## src/rtl/mau_pkg.sv

```systemverilog
// Shared definitions for the memory access unit: op encodings, FSM states, default widths.
package mau_pkg;

  localparam int unsigned DefAddrW   = 32;
  localparam int unsigned DefDataW   = 32;
  localparam int unsigned DefMemDepth = 1024;

  localparam logic [1:0] OP_LOAD      = 2'b00;
  localparam logic [1:0] OP_STORE     = 2'b01;
  localparam logic [1:0] OP_LOAD_IND  = 2'b10;
  localparam logic [1:0] OP_STORE_IND = 2'b11;

  typedef enum logic [1:0] {
    StIdle,
    StPtr,
    StAccess,
    StResp
  } mau_state_e;

  // Bit 1 of the op selects indirection, bit 0 selects store.
  function automatic logic op_is_ind(logic [1:0] op);
    return op[1];
  endfunction

  function automatic logic op_is_store(logic [1:0] op);
    return op[0];
  endfunction

endpackage

```

## src/rtl/mem_access_unit.sv

```systemverilog
// Load/store initiator on the data-memory port with LC-3 style indirect accesses and bounds check.
// Optional: define MAU_INDIRECT_EN to build the pointer phase; otherwise *_IND ops fault at once.
module mem_access_unit
  import mau_pkg::*;
#(
  parameter int unsigned ADDR_W    = DefAddrW,
  parameter int unsigned DATA_W    = DefDataW,
  parameter int unsigned MEM_DEPTH = DefMemDepth
) (
  input  logic              clk,
  input  logic              rst_n,
  input  logic              req_valid,
  output logic              req_ready,
  input  logic [1:0]        req_op,
  input  logic [ADDR_W-1:0] req_addr,
  input  logic [DATA_W-1:0] req_wdata,
  output logic              resp_valid,
  input  logic              resp_ready,
  output logic [DATA_W-1:0] resp_data,
  output logic              resp_fault,
  output logic              mem_read,
  output logic              mem_write,
  output logic [ADDR_W-1:0] mem_address,
  output logic [DATA_W-1:0] mem_write_data,
  input  logic [DATA_W-1:0] mem_read_data
);

  // One extra bit so MEM_DEPTH == 2**ADDR_W still compares correctly.
  localparam logic [ADDR_W:0] DepthExt = (ADDR_W + 1)'(MEM_DEPTH);

  function automatic logic in_range(logic [ADDR_W-1:0] a);
    return {1'b0, a} < DepthExt;
  endfunction

  mau_state_e        state_q, state_d;
  logic              store_q, store_d;
  logic [ADDR_W-1:0] addr_q, addr_d;
  logic [DATA_W-1:0] wdata_q, wdata_d;
  logic [DATA_W-1:0] rdata_q, rdata_d;
  logic              fault_q, fault_d;
  logic [ADDR_W-1:0] eff_addr;

`ifdef MAU_INDIRECT_EN
  logic              ind_q, ind_d;
  logic [ADDR_W-1:0] ptr_q, ptr_d;

  assign eff_addr = ind_q ? ptr_q : addr_q;
`else
  assign eff_addr = addr_q;
`endif

  assign req_ready  = rst_n && (state_q == StIdle);
  assign resp_valid = (state_q == StResp);
  assign resp_data  = rdata_q;
  assign resp_fault = fault_q;

  always_comb begin
    state_d        = state_q;
    store_d        = store_q;
    addr_d         = addr_q;
    wdata_d        = wdata_q;
    rdata_d        = rdata_q;
    fault_d        = fault_q;
`ifdef MAU_INDIRECT_EN
    ind_d          = ind_q;
    ptr_d          = ptr_q;
`endif
    mem_read       = 1'b0;
    mem_write      = 1'b0;
    mem_address    = '0;
    mem_write_data = '0;

    case (state_q)
      StIdle: begin
        if (req_valid) begin
          store_d = op_is_store(req_op);
          addr_d  = req_addr;
          wdata_d = req_wdata;
          rdata_d = '0;
          fault_d = 1'b0;
`ifdef MAU_INDIRECT_EN
          ind_d   = op_is_ind(req_op);
          state_d = op_is_ind(req_op) ? StPtr : StAccess;
`else
          if (op_is_ind(req_op)) begin
            fault_d = 1'b1;
            state_d = StResp;
          end else begin
            state_d = StAccess;
          end
`endif
        end
      end

`ifdef MAU_INDIRECT_EN
      StPtr: begin
        if (!in_range(addr_q)) begin
          fault_d = 1'b1;
          state_d = StResp;
        end else begin
          mem_read    = 1'b1;
          mem_address = addr_q;
          ptr_d       = ADDR_W'(mem_read_data);
          state_d     = StAccess;
        end
      end
`endif

      StAccess: begin
        state_d = StResp;
        if (!in_range(eff_addr)) begin
          fault_d = 1'b1;
        end else if (store_q) begin
          mem_write      = 1'b1;
          mem_address    = eff_addr;
          mem_write_data = wdata_q;
        end else begin
          mem_read    = 1'b1;
          mem_address = eff_addr;
          rdata_d     = mem_read_data;
        end
      end

      StResp: begin
        if (resp_ready) begin
          rdata_d = '0;
          fault_d = 1'b0;
          state_d = StIdle;
        end
      end

      default: state_d = StIdle;
    endcase
  end

  always_ff @(posedge clk or negedge rst_n) begin
    if (!rst_n) begin
      state_q <= StIdle;
      store_q <= 1'b0;
      addr_q  <= '0;
      wdata_q <= '0;
      rdata_q <= '0;
      fault_q <= 1'b0;
`ifdef MAU_INDIRECT_EN
      ind_q   <= 1'b0;
      ptr_q   <= '0;
`endif
    end else begin
      state_q <= state_d;
      store_q <= store_d;
      addr_q  <= addr_d;
      wdata_q <= wdata_d;
      rdata_q <= rdata_d;
      fault_q <= fault_d;
`ifdef MAU_INDIRECT_EN
      ind_q   <= ind_d;
      ptr_q   <= ptr_d;
`endif
    end
  end

endmodule
```

## config.mk

```make
export PLATFORM = sky130hd
export DESIGN_NAME = mem_access_unit
export DESIGN_NICKNAME = d
export VERILOG_FILES = /design/src/rtl/mau_pkg.sv /design/src/rtl/mem_access_unit.sv
export SDC_FILE = /design/constraint.sdc
export NUM_CORES = 1
export LEC_CHECK = 0
export ABC_AREA = 1
export CORE_AREA = 5 5 104 125
export CTS_CLUSTER_SIZE = 16
export DETAILED_ROUTE_END_ITERATION = 6
export DIE_AREA = 0 0 109 130
export PLACE_DENSITY = 0.82
export SLEW_MARGIN = 5
export SYNTH_ARGS = -nofsm -noshare
export SYNTH_HDL_FRONTEND = slang
export SYNTH_SLANG_ARGS = --single-unit
export TNS_END_PERCENT = 30
```

## constraint.sdc

```tcl
create_clock -name clk -period 4 [get_ports clk]
set_input_delay 0.4 -clock clk [delete_from_list [all_inputs] [get_ports clk]]
set_output_delay 0.4 -clock clk [all_outputs]
set_load 0.1 [all_outputs]
```

* Yosys cells after proc, flatten, opt, wreduce, memory -nomap -nowiden
Cells that the tools add are included.
Word-level totals: register bits 100, bits in latches 0, bits in writable memories 0, memory bits (read-only) 0, input bits 102, memories 0
Operators by class: add/sub/neg operators 0, multiply operators 0, divide/modulo/power cells 0, $lt $le $gt $ge 1, equal/unequal tests 7, shift operators 0, muxes and demuxes 25, bitwise operators 0, reductions and logical operators 7
Operator list (count):
- 32-bit 2-to-1 mux | 9
- 32-bit case mux with 3 select lines | 1
- 32-bit by 11-bit less-than comparator with 1-bit output, second input constant | 1
- 1-bit 2-to-1 mux | 11
- 2-bit inequality test, second input constant | 4
- 2-bit case mux with 3 select lines | 1
- 5-bit AND reduction | 1
- 2-bit equality test, second input constant | 2
- 2-bit 2-to-1 mux | 2
- 2-bit AND reduction | 2
- 4-bit AND reduction | 1
- 1-bit case mux with 3 select lines | 1
- 3-bit nonzero test | 1
- 2-bit logical NOT | 1
- 2-bit by 1-bit inequality test with 1-bit output, second input constant | 1
- 1-bit logical AND | 1

* Longest topological paths before layout
Gate-level depths: netlist of run 1.
depth in word-level cells 3, gate-level depth with buffers 9

* Least setup slack after synthesis of run 1
No wires, ideal clock.
path kind reg2out, from register state_q[0], to output port req_ready, data arrival time 2.694 ns, required time 3.600 ns, slack 0.906 ns, cell stages (with the launch flop) 3, path through dfrtp_1 > buf_2 > nor3b_1
Between the ends: cells in the longest elaborated chain, start to end 2
RTL lines:
- start: declaration | RTL line mem_access_unit.sv:35 | mau_state_e state_q, state_d;
- start signal: assignment | RTL line mem_access_unit.sv:138 | state_q <= StIdle;
- start signal: assignment | RTL line mem_access_unit.sv:149 | state_q <= state_d;
- 2-bit logical NOT | RTL line mem_access_unit.sv:52 | assign req_ready = rst_n && (state_q == StIdle);
- 1-bit logical AND | RTL line mem_access_unit.sv:52
- end: declaration | RTL line mem_access_unit.sv:13 | output logic req_ready,
No other way between the ends.

* Worst setup path in the final report of run 1
from register addr_q[12], to output port mem_write_data[15]
Between the ends: cells in the longest elaborated chain, start to end 3
RTL lines:
- start: declaration | RTL line mem_access_unit.sv:37 | logic [ADDR_W-1:0] addr_q, addr_d;
- start signal: assignment | RTL line mem_access_unit.sv:151 | addr_q <= addr_d;
- 32-bit by 11-bit less-than comparator with 1-bit output | RTL line mem_access_unit.sv:32 | return {1'b0, a} < DepthExt;
- 32-bit 2-to-1 mux | RTL line mem_access_unit.sv:111 | if (!in_range(eff_addr)) begin
- 32-bit 2-to-1 mux | RTL line mem_access_unit.sv:73 | case (state_q)
- end: declaration | RTL line mem_access_unit.sv:24 | output logic [DATA_W-1:0] mem_write_data,
No other way between the ends.

==> key figures, run 1 <==
Outcome
  • Status: complete, no violations

Detailed routing
  • Routed len/inst: 15.0 µm
  • DRC: 0
  • Via/cell ratio: 4.71
  • DR iter-0 viols: 162
  • Total wire length: 12300 µm
  • Drt first pass iters: 7
  • Final ANT Viol Nets: 0
  • Via Count: approximately 3900

Die
  • Die area: 14200 µm²
  • Core Footprint: 11600 µm²
  • Initial Util: about two fifths
  • Die H: 130 µm
  • Die width: roughly 110 µm
  • Num rows: 43
  • Num ports: 203

Final layout
  • P&R area growth vs syn: 55.1%
  • Final Core Density: 61.0%
  • # fillers: 960
  • Final nets: 764
  • Antenna Cells: 0
  • Layout cells sized above 1: 14.3%
  • Commonest non-fill, non-tap cell in the layout: clkdlybuf4s50_1
  • Most frequent cells in the layout: clkdlybuf4s50_1, nor2_1, dfrtp_1, inv_1, nand2_1

Timing
  • Max-slew headroom: approximately 18%
  • Clock skew: 11.4 ps
  • RSZ-0062 raised after global routing: no
  • Slew Viols, Final: 0
  • Fin crit share: 79.8%
  • Hold Fails Final Rpt: 0
  • Final setup viols: 0
  • Maximum clock frequency: 313 MHz
  • Fin Setup TNS: 0 ps
  • Fin crit period: 3190 ps
  • Worst setup margin: 808 ps
  • Slew @ Worst Pin: 1240 ps
  • Hold slack: just under 90 ps

Power and ir drop
  • Leakage: 3.39 nW
  • Max VDD drop: 300 µV
  • PwrDens: 507 nW/µm²
  • Final total power: between 0.003 and 0.004 W

Logic synthesis
  • Ys Warns: 0
  • Post-synth cell types: 24
  • Synthesized instance count: 500
  • Mapped Avg Cell Area: 9.11 µm²
  • Post-Syn Area: 4550 µm²
  • Sequential area share after synthesis: 55.0%
  • Seq cells post-synth: 100

Clock network
  • Hold bufs inserted after CTS: 0
  • Clk Latency, worst-skew pair: 340 ps
  • Clk slew on worst S/H paths: 60 ps
  • TritonCTS Buffers: 9
  • H-Tree Depth: 3
  • Postcts setup bufs: 0
  • CTS tree: done
  • Sink Count: 100
  • Resized cells post-CTS: 0
  • Clock root buffer: clkbuf_16
  • Longest Clk Path Bufs: 2

GRT
  • GRT overflow: 0
  • Largest net degree at the start of global routing: 108
  • Gr usage total: between 10% and 20%
  • Vias in the first global route: 3879
  • Initial antenna violation count: 0
  • Global-route wire length before repair: approximately 19000 µm

Critical path
  • CP Capture Type: output port
  • Worst-path fanout max: 33
  • Critical path launch point type: flop
  • Critical path class: reg2out
  • CP arrival: approximately 2800 ps
  • R2R Setup Slk: approximately 1600 ps
  • Worst path required time: roughly 3600 ps

Place
  • Post-DP HPWL: 9260 µm
  • Port Buffers: 180
  • Final Wtd Congestion: 0.773
  • Setup WS pre-CTS: 1120 ps

Flow run
  • MaxCap Viol Count: 0

Hold path
  • HP Class: in2async
-- flip-flops by register name, summed over array words and instances (netlist names) --
| name | count |
|---|---|
| addr_q | 32 |
| resp_fault | 1 |
| store_q | 1 |
| wdata_q | 32 |
| resp_data | 32 |
| state_q | 2 |
-- metrics by stage --
step | cell area [µm²] | instances
4_1_cts | 7060 | 823
6_report | 7060 | 823
5_1_grt | 7060 | 823
3_3_place_gp | 6750 | 808
2_1_floorplan | 4630 | 521
3_5_place_dp | 6750 | 808
-- cell families after synthesis --
group,share of synthesized area [%]
simple gates,22.6
buf+inv,11.7
flops,55.0
compound gates,4.97
mux,5.69
other cells,0.0824
-- layout make-up --
class / count / area [µm²] / share of cell area, %
inverter: 50 / 188 / 2.66
clock inverter: 4 / 75.1 / 1.06
clock buffer: 11 / 233 / 3.30
tap: 157 / 196 / 2.78
multi-input combinational: 318 / 1610 / 22.8
sequential: 100 / 2500 / 35.4
timing repair buffer: 183 / 2260 / 32.0
-- worst paths after layout --
kind,from,to,depth (start not counted)
max reg2reg,state_q[0],resp_data[11],7
max in group asynchronous,rst_n,wdata_q[10],2
max,addr_q[12],mem_write_data[15],9
min in group clk,resp_fault,resp_fault,2
min,rst_n,wdata_q[4],1
min reg2reg,resp_fault,resp_fault,2
-- Yosys cell counts --
master	count	area share (%)
mux2_2	23	5.7
nand4_1	34	4.7
nand2_1	50	4.1
buf_2	16	1.8
inv_1	49	4.0
o21a_1	1	0.16
nand3_2	1	0.22
o21ai_2	1	0.19
a21oi_1	42	4.6
buf_4	27	4.5
nor2_1	104	8.6
nor2_4	1	0.25
conb_1	1	0.082
or2_2	1	0.14
clkbuf_1	6	0.49
dfrtp_1	100	55
inv_2	1	0.082
nand2_2	1	0.14
nor3b_1	1	0.16
buf_6	3	0.74
nand4_4	1	0.47
nand3_1	33	3.6
nor2_2	2	0.27
buf_1	1	0.082
-- worst max-delay path, stage by stage (launching register included) --
cell and delay [ps]:
dfrtp_1 370, nor2_1 170, nand2_1 80, nor2_1 90
nand2_1 60, nor2_2 70, buf_4 320, nand3_2 610
nor2_1 450, buf_12 220
-- layer usage --
layer	vias up	routed length, µm	GRT usage (%)
met5	-	0	0
met2	165	6350	29.9
met1	1803	4700	19.9
li1	1892	-	-
met3	18	978	4.06
met4	0	277	7.43
-- report_power, final --
group          leakage [nW]  internal, W  total (W)  switching (W)
combinational          2.05     0.000401    0.00121       0.000809
sequential             1.20      0.00134    0.00147       0.000136
clock                 0.142     0.000545   0.000896       0.000351
Power figures use the tool's default switching activity.
==> inputs of run 2 (changes only) <==
clock period = 3.05 ns   (was 4 ns; I/O delays follow)
==> key figures, run 2 (synthesis gave the netlist of run 1 again) <==
Detailed routing
  • DRC: 0 (unchanged)
  • Final ANT Viol Nets: 0 (unchanged)
  • Routed len/inst: 15.1 µm (+1.0%)
  • DR iter-0 viols: 196 (+21%)
  • Via Count: 3936 (+1.5%)
  • Total wire length: 12500 µm (+1.4%)
  • Via/cell ratio: 4.77 (+1.1%)
  • Drt first pass iters: 4 (-3)

Clock network
  • TritonCTS Buffers: 9 (unchanged)
  • H-Tree Depth: 3 (unchanged)
  • CTS tree: done
  • Hold bufs inserted after CTS: 0 (unchanged)
  • Sink Count: 100 (unchanged)
  • Clock root buffer: clkbuf_16
  • Clk slew on worst S/H paths: 60 ps (about the same)
  • Longest Clk Path Bufs: 2 (unchanged)
  • Clk Latency, worst-skew pair: 330 ps (about the same)

Critical path
  • Critical path class: reg2out
  • CP most frequent cell: nor2_1
  • R2R Setup Slk: 1090 ps (-540 ps)
  • Crit path from: addr_q[31]
  • Critical path launch point type: flop
  • CP Capture Type: output port
  • Critical path buffer and inverter count: 1 (-1)
  • CP arrival: 2380 ps (-410 ps)
  • Worst-path fanout max: 13 (-61%)
  • Levels on crit path: 6 (-3)
  • CP delay by family, top: simple AND/OR/NAND/NOR gates
  • CP peak stage delay: 520 ps (-90 ps)
  • Worst reg-to-reg path cell count: 5 (-2)
  • Crit path to: mem_address[1]
  • CP max-delay cell: nand4_1
  • FF-to-FF End: wdata_q[11]
  • Worst path required time: 2740 ps (-860 ps)
  • Cell breakdown of the critical path: nor2_1, nand2_1, nor2_1, nand4_1, nor2_1, buf_12
  • Reg2reg start: state_q[1]

GRT
  • Global-route wire length before repair: 19400 µm (+2.7%)
  • Initial antenna violation count: 0 (unchanged)
  • Vias in the first global route: 4002 (+3.2%)
  • GRT overflow: 0 (unchanged)
  • Grt met1 use: 19.5% (-0.38 points)
  • Largest net degree at the start of global routing: 91 (-16%)
  • GRT busiest layer: met2
  • Met3 GRT Util: 5.05% (+0.99 points)
  • Met2 Use GR: 31.2% (+1.3 points)
  • Gr usage total: 17.6% (+0.52 points)

Final layout
  • Antenna Cells: 0 (unchanged)
  • Most frequent cells in the layout: clkdlybuf4s50_1, nor2_1, dfrtp_1, inv_1, nand2_1
  • P&R area growth vs syn: 54.5%
  • Final Core Density: 60.8% (-0.24 points)
  • Commonest non-fill, non-tap cell in the layout: clkdlybuf4s50_1
  • Layout cells sized above 1: 14.5% (+0.23 points)
  • Final nets: 767 (+0.39%)
  • Post-route design area: 7030 µm² (-0.39%)
  • # fillers: 969 (+0.94%)

Power and ir drop
  • PwrDens: 647 nW/µm² (+28%)
  • Max VDD drop: 407 µV (+36%)
  • Leakage: 3.39 nW (-0.19%)

Die
  • Die H: 130 µm (unchanged)
  • Initial Util: 39.4% (unchanged)
  • Core Footprint: 11600 µm² (unchanged)
  • Num ports: 203 (unchanged)
  • Num rows: 43 (unchanged)
  • Die width: 109 µm (unchanged)
  • Die area: 14200 µm² (unchanged)

Timing
  • Slew @ Worst Pin: 1270 ps (+31.2 ps)
  • Final setup viols: 0 (unchanged)
  • RSZ-0062 raised after global routing: no
  • Hold slack: 96.2 ps (+8.33 ps)
  • Fin Setup TNS: 0 ps (unchanged)
  • Slew Viols, Final: 0 (unchanged)
  • Hold Fails Final Rpt: 0 (unchanged)
  • Fin crit period: between 2000 and 3000 ps
  • Clock skew: 6.09 ps (-5.35 ps)
  • Maximum clock frequency: 372 MHz
  • Worst setup margin: 365 ps (-443 ps)
  • Fin crit share: about nine tenths
  • Max-slew headroom: 15.6% (-2.1 points)

Place
  • DP Area: 6770 µm² (+0.30%)
  • Post-DP HPWL: 9550 µm (+3.1%)
  • Final Wtd Congestion: 0.775 (+0.30%)
  • Port Buffers: 180 (unchanged)
  • Setup WS pre-CTS: 583 ps (-535 ps)

Hold path
  • HP Class: in2async

Outcome
  • Status: complete, no violations

Flow run
  • MaxCap Viol Count: 0 (unchanged)
[run 2: report_power, final]
part           switching (W)  internal [W]
combinational        0.00108      0.000537
sequential          0.000191       0.00176
clock               0.000442      0.000548
[run 2: how the worst min path moves through the flow]
stage	depth (start not counted)	slack [ps]	endpoint
6_report	2	100	resp_data[2]
3_3_place_gp	2	460	resp_data[2]
3_5_place_dp	2	470	resp_fault
2_1_floorplan	0	9	addr_q[0]
5_1_grt	2	150	resp_data[2]
4_1_cts	2	110	resp_data[2]
[run 2: routing by layer]
layer | wire length, µm | vias to the layer above
met5 | 0 | -
met4 | 401 | 0
met3 | 1120 | 28
met2 | 6450 | 169
met1 | 4500 | 1846
li1 | - | 1893
[run 2: cell type report]
class	count	area [µm²]	share of cell area (%)
clock buffers	13	240	3.42
clock inverters	2	12.5	0.178
inverters	50	188	2.67
multi-input cells	318	1610	22.9
flip-flops and latches	100	2500	35.6
well taps	157	196	2.79
repair buffers	186	2280	32.4
[run 2: repair_timing]
| action | in CTS | in global routing |
|---|---|---|
| resized for setup | 0 | 1 |
| setup buffers | 0 | 0 |
| endpoints found under the hold margin | 0 | 0 |
| setup endpoints to repair | 0 | 14 |
[run 2: per-stage QoR]
| stage | power, W | instances |
|---|---|---|
| after floorplan | 0.00318 | 521 |
| after global placement | 0.00349 | 811 |
| after detailed placement | 0.00359 | 811 |
| after CTS | 0.00460 | 826 |
| after global routing | 0.00487 | 826 |
| final | 0.00455 | 826 |
[run 2: worst register-to-register path: cells and delay by family, from the launching register on]
| kind | cells | cell delay, ps |
|---|---|---|
| flip-flops | 1 | 450 |
| buffers and inverters | 1 | 460 |
| AND/OR/NAND/NOR | 3 | 850 |
| AO/OA/AOI/OAI | 1 | 50 |
